===== src/rtl/apu_ctrl_sequencer.sv =====
// Command sequencer for the apu_pulse channels: buffers period/duty writes in a
// FIFO and dispatches them in order to per-channel valid/ready register ports.
module apu_ctrl_sequencer #(
  parameter int NUM_CH     = 3,
  parameter int FIFO_DEPTH = 4,
  parameter int PERIOD_W   = 11
) (
  input  logic                         clk,
  input  logic                         rst_n,
  input  logic [15:0]                  cmd_r,
  input  logic                         cmd_r_vld,
  output logic                         cmd_r_rdy,
  output logic [NUM_CH*PERIOD_W-1:0]   period_s,
  output logic [NUM_CH-1:0]            period_s_vld,
  input  logic [NUM_CH-1:0]            period_s_rdy,
  output logic [NUM_CH*2-1:0]          duty_s,
  output logic [NUM_CH-1:0]            duty_s_vld,
  input  logic [NUM_CH-1:0]            duty_s_rdy,
  output logic                         busy,
  output logic [$clog2(FIFO_DEPTH):0]  fifo_level
);

  localparam int AW = $clog2(FIFO_DEPTH);
  localparam int LW = AW + 1;

  typedef enum logic {
    ST_IDLE,
    ST_WAIT
  } state_t;

  state_t state, state_nxt;

  // Entries keep only channel, field and value; reserved bits are discarded at push.
  logic [13:0]         mem [FIFO_DEPTH];
  logic [AW-1:0]       wr_ptr, rd_ptr;
  logic [LW-1:0]       count;
  logic                full, empty, push, pop;

  logic [13:0]         head;
  logic [1:0]          hd_ch;
  logic                hd_fld;
  logic [PERIOD_W-1:0] hd_period;
  logic [1:0]          hd_duty;
  logic [NUM_CH-1:0]   hd_mask;
  logic                issue_p, issue_d, all_done;
  logic                unused_rsv;

  assign unused_rsv = ^cmd_r[12:11];

  assign full       = (count == LW'(FIFO_DEPTH));
  assign empty      = (count == '0);
  assign cmd_r_rdy  = !full;
  assign push       = cmd_r_vld && !full;
  assign fifo_level = count;
  assign busy       = !empty || (state == ST_WAIT);

  assign head      = mem[rd_ptr];
  assign hd_ch     = head[13:12];
  assign hd_fld    = head[11];
  assign hd_period = PERIOD_W'(head[10:0]);
  assign hd_duty   = head[1:0];

  always_comb begin
    hd_mask = '0;
    for (int unsigned c = 0; c < NUM_CH; c++) begin
      if (hd_ch == 2'(c)) hd_mask[c] = 1'b1;
    end
    if (hd_ch == 2'd3) hd_mask = '1;
  end

  // A command may issue once every bit still pending has its handshake on this edge.
  assign all_done = ~|{period_s_vld & ~period_s_rdy, duty_s_vld & ~duty_s_rdy};

  always_ff @(posedge clk or negedge rst_n) begin
    if (!rst_n) state <= ST_IDLE;
    else        state <= state_nxt;
  end

  always_comb begin
    state_nxt = state;
    case (state)
      ST_IDLE: if (issue_p || issue_d) state_nxt = ST_WAIT;
      ST_WAIT: if (all_done) state_nxt = (issue_p || issue_d) ? ST_WAIT : ST_IDLE;
      default: state_nxt = ST_IDLE;
    endcase
  end

  always_comb begin
    pop     = 1'b0;
    issue_p = 1'b0;
    issue_d = 1'b0;
    if (!empty && (state == ST_IDLE || all_done)) begin
      pop = 1'b1;
      if (|hd_mask) begin
        issue_p = !hd_fld;
        issue_d = hd_fld;
      end
    end
  end

  always_ff @(posedge clk) begin
    if (push) mem[wr_ptr] <= {cmd_r[15:13], cmd_r[10:0]};
  end

  always_ff @(posedge clk or negedge rst_n) begin
    if (!rst_n) begin
      wr_ptr <= '0;
      rd_ptr <= '0;
      count  <= '0;
    end else begin
      if (push) wr_ptr <= wr_ptr + AW'(1);
      if (pop)  rd_ptr <= rd_ptr + AW'(1);
      case ({push, pop})
        2'b10:   count <= count + LW'(1);
        2'b01:   count <= count - LW'(1);
        default: count <= count;
      endcase
    end
  end

  always_ff @(posedge clk or negedge rst_n) begin
    if (!rst_n) begin
      period_s_vld <= '0;
      duty_s_vld   <= '0;
      period_s     <= '0;
      duty_s       <= '0;
    end else begin
      period_s_vld <= (period_s_vld & ~period_s_rdy) | (issue_p ? hd_mask : '0);
      duty_s_vld   <= (duty_s_vld & ~duty_s_rdy) | (issue_d ? hd_mask : '0);
      for (int unsigned c = 0; c < NUM_CH; c++) begin
        if (issue_p && hd_mask[c]) period_s[c*PERIOD_W +: PERIOD_W] <= hd_period;
        if (issue_d && hd_mask[c]) duty_s[c*2 +: 2] <= hd_duty;
      end
    end
  end

endmodule

===== config.mk =====
export PLATFORM = sky130hd
export DESIGN_NAME = apu_ctrl_sequencer
export DESIGN_NICKNAME = d
export VERILOG_FILES = /design/src/rtl/apu_ctrl_sequencer.sv
export SDC_FILE = /design/constraint.sdc
export NUM_CORES = 1
export LEC_CHECK = 0
export CAP_MARGIN = 20
export CORE_MARGIN = 2
export CORE_UTILIZATION = 56
export CTS_CLUSTER_DIAMETER = 120
export CTS_CLUSTER_SIZE = 16
export DETAILED_ROUTE_END_ITERATION = 16
export GPL_TIMING_DRIVEN = 0
export PLACE_DENSITY_LB_ADDON = 0.15
export SLEW_MARGIN = 10
export SYNTH_ARGS = -nofsm -noshare
export SYNTH_HDL_FRONTEND = slang
export SYNTH_SLANG_ARGS = --single-unit

===== constraint.sdc =====
create_clock -name clk -period 4.75 [get_ports clk]
set_input_delay 1.1875 -clock clk [delete_from_list [all_inputs] [get_ports clk]]
set_output_delay 1.1875 -clock clk [all_outputs]
set_load 0.01 [all_outputs]

# After elaboration in Yosys (flattened, before gate mapping)
# Memories as Yosys holds them, arrays and structs flattened.
# Index checks and enable logic that the tools add are counted.
[word_totals]
ff_bits = 53
ram_bits = 56
inputBits = 25
output_inout_bits = 50
elab_cells = 67
mem_count = 1
[classes]
addsub = 4
n_eq_ne = 6
mux = 17
n_bitwise = 7
n_reduce_logical = 20
[mem_list]
columns = ["name", "words", "width", "read_ports", "rd_ports_with_merged_regs", "write_ports", "line", "source"]
rows = [
  ["mem", 4, 14, 1, 0, 1, "34", "logic [13:0] mem [FIFO_DEPTH];"],
]
[op_table]
columns = ["operator", "count"]
rows = [
  ["2-to-1 mux 1 bit", 12],
  ["2-to-1 mux 3 bit", 3],
  ["logical AND 1 bit", 8],
  ["bitwise AND 3 bit", 2],
  ["equality test 2 bit, second input constant", 3],
  ["NOT 3 bit", 2],
  ["OR 3 bit", 2],
  ["one-hot mux 3 bit (2 select lines)", 1],
  ["OR reduction 6 bit", 1],
  ["adder 2 x 1 -> 2 bit, second input constant", 2],
  ["equality test 2 x 1 -> 1 bit, second input constant", 2],
  ["zero test 1 bit", 4],
  ["adder 3 x 1 -> 3 bit, second input constant", 1],
  ["equality test 3 bit, second input constant", 1],
  ["zero test 3 bit", 1],
  ["logical OR 1 bit", 3],
  ["OR reduction 3 bit", 1],
  ["subtractor 3 x 1 -> 3 bit, second input constant", 1],
  ["zero test 2 bit", 1],
  ["one-hot mux 1 bit (2 select lines)", 1],
  ["nonzero test 2 bit", 1],
  ["NOT 1 bit", 1],
]

# Depth between registers and ports, before layout
[depth]
ltp_word = 11
depth_mapped = 10
depth_no_buf = 10

# Least setup slack after synthesis
# OpenSTA, ideal clock, no wires.
[synth_path]
path_type = "input to register"
startpoint = "in duty_s_rdy[2]"
endpoint = "reg count[2], in the netlist fifo_level[2]"
setup_time_ps = 79
t_arrival_ps = 2758
required_ps = 4671
setup_slack_ps = 1913
path_stages = 10
path_buffers = 1
path_cell_list = "nand2b_1 > o2111ai_1 > o22ai_1 > buf_4 > ha_1 > inv_1 > fa_1 > xor2_1 > nor2_1 > xor2_1"
[synth_between]
elab_chain_len = 9
elab_cells_between_ends = 11
cone_classes = "2 x eq/ne; 2 x mux; 2 x bitwise; 5 x reduce/logical"
[synth_lines]
columns = ["item", "line", "source"]
rows = [
  ["start: declaration", "18", "input logic [NUM_CH-1:0] duty_s_rdy,"],
  ["NOT 3 bit (*)", "72", "assign all_done = ~|{period_s_vld & ~period_s_rdy, duty_s_vld & ~duty_s_rdy};"],
  ["bitwise AND 3 bit (*)", "72", ""],
  ["OR reduction 6 bit (*)", "72", ""],
  ["zero test 1 bit (*)", "72", ""],
  ["logical OR 1 bit (*)", "92", "if (!empty && (state == ST_IDLE || all_done)) begin"],
  ["logical AND 1 bit (*)", "92", ""],
  ["2-to-1 mux 1 bit (*)", "92", ""],
  ["equality test 2 x 1 -> 1 bit / equality test 2 bit (equally long branches)", "113", "case ({push, pop})"],
  ["one-hot mux 3 bit (2 select lines) / nonzero test 2 bit (equally long branches)", "n/a", ""],
  ["end signal: assignment", "114", "2'b10: count <= count + LW'(1);"],
  ["end signal: assignment", "115", "2'b01: count <= count - LW'(1);"],
  ["end signal: assignment", "116", "default: count <= count;"],
  ["end: declaration", "36", "logic [LW-1:0] count;"],
]
# Mark *: on every way between the ends. The rest lies on a longest branch, timed or not.
# A chain may end at the register's enable or synchronous reset.

# Final worst setup path
[layout_path]
startpoint = "in duty_s_rdy[1]"
endpoint = "reg count[2], in the netlist fifo_level[2]"
# Same word-level chain as after synthesis.

==> results.md <==
- Worst-path clk slew: roughly 110 ps
- # IOs: between 70 and 80
- Mean area per synthesized cell: 18.5 um2
- Flops & latches, synth: 109
- Final setup TNS: 0 ps
- Hold Path End: duty_s_vld[2]
- Largest fanout on the critical path: 10
- Tmin final: between 3000 and 4000 ps
- H-tree lvl count: 3
- Slew @ Worst Pin: about 740 ps
- Synth unique cells: 34
- # setup viols final: 0
- WL final: slightly above 7000 um
- Switching Fraction: 32.5%
- Final core utilization: a little over two thirds
- Largest cells by area after synthesis: edfxtp_1 (39%), dfrtp_1 (31%), mux2_2 (7.8%)
- Starting density of the core: between 50% and 60%
- CP endpoint kind: register
- Status: finished clean
- # port buffers: 72
- Seq pwr share: 39.9%
- Synth top area share: about 39%
- Cts hold-fix bufs: 0
- Internal power: 2.52 mW
- Core area: roughly 7600 um2
- Most frequent cells in the layout: clkdlybuf4s50_1 (71), edfxtp_1 (56), dfrtp_1 (53)
- Setup repair after global routing missed its margin: no
- Post-route ant nets: 0
- Worst min path class: reg -> reg
- CP Class: in -> reg
- Pwr/cell area: 693 nW/um2
- Drt wl/cell: approximately 17 um
- Die area: ~8400 um2
- Worst-skew pair later-pin latency: about 370 ps
- Worst reg-to-reg setup slack: around 2000 ps
- Number of max-slew violations in the final report: 0
- Post-CTS sizing: 0
- Global-route wire length before repair: approximately 12,000 um
- Cells after Synth: approximately 230
- CTS Sinks: between 100 and 150
- # diodes: 0
- Root buffer cell: clkbuf_8
- Worst R2R Start: rd_ptr[1]
- Post-synthesis sequential area ratio: ~70%
- Syn_nets: between 200 and 300
- Hold path start: duty_s_vld[2]
- R2r worst-path depth: 7
- Share of power burned in the clock network: between 10% and 20%
- Switching power: approximately 1.2 mW
- Maximum vdd drop: ~270 uV
- Initial drt markers: between 70 and 80
- Leakage: 2.12 nW
- Relative slew slack: around 50%
- Vias: roughly 2,200
- Setup repair bufs after CTS: 0
- Dpl hpwl: 4890 um
- First-pass DRT Iterations: 4
- Drt via density: approximately 5.2
- Final Hold Viols: 0
- Clk buf depth: 2
- Initial antenna violation count: 0
- Rows: 32
- DRC viols: 0
- Max-cap violation count: 0
- Cell taking the most area after synthesis: edfxtp_1
- CP startpoint kind: input port
- Layout cells sized above 1: between 20% and 30%
- Fmax: ~0.32 GHz
- Nets: 350
- Period utilization: about two thirds
- Clock Skew: ~15 ps
- Combinational power share: 45.5%
- CP Data Arrival Time: ~3500 ps
- Congestion Overflow GR: 0
- Area delta synth->final: 24.5%
- Worst r2r dst: period_s[1]
- GPL Wtd Cong: between 0.7 and 0.8
- Req. time, crit path: roughly 5000 ps
- Gr usage total: 18.5%
- Post-synthesis cell area: ~4300 um2
- Die width: around 90 um
- Clock buffer count from CTS: 9
- CTS tree: built
- Commonest non-fill, non-tap cell in the layout: clkdlybuf4s50_1
- Largest net degree at the start of global routing: 37
- Ys Warns: 0
- Vias in the first global route: between 2,000 and 2,500
- Chip height: ~92 um
- Hold Crit Depth: 2
-- cell usage after synthesis, drive strengths merged --
library cell,instances
nand3b,3
mux4,14
o22ai,1
fa,1
nand2,10
nor2,3
nand3,2
mux2i,1
o2111ai,1
buf,5
and3,6
inv,8
xnor2,3
ha,7
mux2,39
clkbuf,3
and2,1
nand2b,6
nor3,1
o21ai,3
nor3b,1
o21bai,1
xor2,3
dfrtp,53
and3b,1
edfxtp,56
-- critical path, cell delays in order --
cell and delay [ps]:
clkdlybuf4s50_1 450, nand2b_1 130, o2111ai_1 140, o22ai_1 260, buf_4 240, ha_1 200
inv_1 60, fa_1 370, xor2_1 150, nor2_1 120, xor2_1 170
-- metrics by stage --
stage               instances  worst slack [ps]  area [um2]  power [mW]  hold WS [ps]
finish                    424              1580        5380        3.73           509
global route              424              1400        5380        3.97           534
CTS                       424              1590        5380        3.78           517
detailed placement        408              1220        5180        3.23           492
global placement          407               912        5170        3.18           483
floorplan                 233              1910        4320        2.55           486
-- worst max-delay path by stage --
stage	startpoint	endpoint	slack, ps	cells past startpoint
floorplan	duty_s_rdy[2]	fifo_level[2]	1910	10
global placement	rst_n	period_s[3]	910	1
detailed placement	duty_s_rdy[1]	fifo_level[2]	1220	11
CTS	duty_s_rdy[1]	fifo_level[2]	1590	11
global route	period_s_rdy[2]	fifo_level[2]	1400	11
finish	duty_s_rdy[1]	fifo_level[2]	1580	11
-- sequential cells by signal, indices dropped and copies added, names as in the netlist --
register and count:
state 1, fifo_level 3, rd_ptr 2, wr_ptr 2, period_s_vld 3, period_s 33
duty_s 6, duty_s_vld 3, mem 56
-- kinds of logic (layout without fill, tap and decap cells) --
kind of cell	after synthesis	in the layout	synth area share (%)
flops	109	109	69.7
mux	54	54	18.8
simple gates	34	34	4.67
buf+inv	16	105	2.26
fa+ha+maj	8	8	2.49
compound gates	6	6	0.869
xor+xnor	6	6	1.22
-- power by group through the flow --
stage / logic, mW / clock network, mW / registers (mW)
6_report: 1.70 / 0.544 / 1.49
3_5_place_dp: 1.72 / 0 / 1.51
3_3_place_gp: 1.68 / 0 / 1.50
5_1_grt: 1.85 / 0.593 / 1.53
2_1_floorplan: 0.973 / 0 / 1.57
4_1_cts: 1.73 / 0.559 / 1.49
-- metal layers --
| metal | share of wire [%] | wire length, um | track usage, % | up-vias |
|---|---|---|---|---|
| met4 | 1.9 | 134 | 8.33 | 0 |
| li1 | - | - | - | 1038 |
| met5 | 0 | 0 | 0 | - |
| met3 | 4.2 | 295 | 3.20 | 11 |
| met2 | 48 | 3400 | 29.0 | 58 |
| met1 | 46 | 3210 | 25.9 | 1093 |
-- final cells by class --
| class | count | area (um2) |
|---|---|---|
| Buffer | 8 | 67.6 |
| Clock buffer | 9 | 124 |
| Clock inverter | 7 | 71.3 |
| Fill cell | 522 | 2230 |
| Inverter | 8 | 30.0 |
| Multi-Input combinational cell | 108 | 1210 |
| Sequential cell | 109 | 3010 |
| Tap cell | 102 | 128 |
| Timing Repair Buffer | 73 | 736 |
Note: power is estimated with default switching activity, not from simulation.
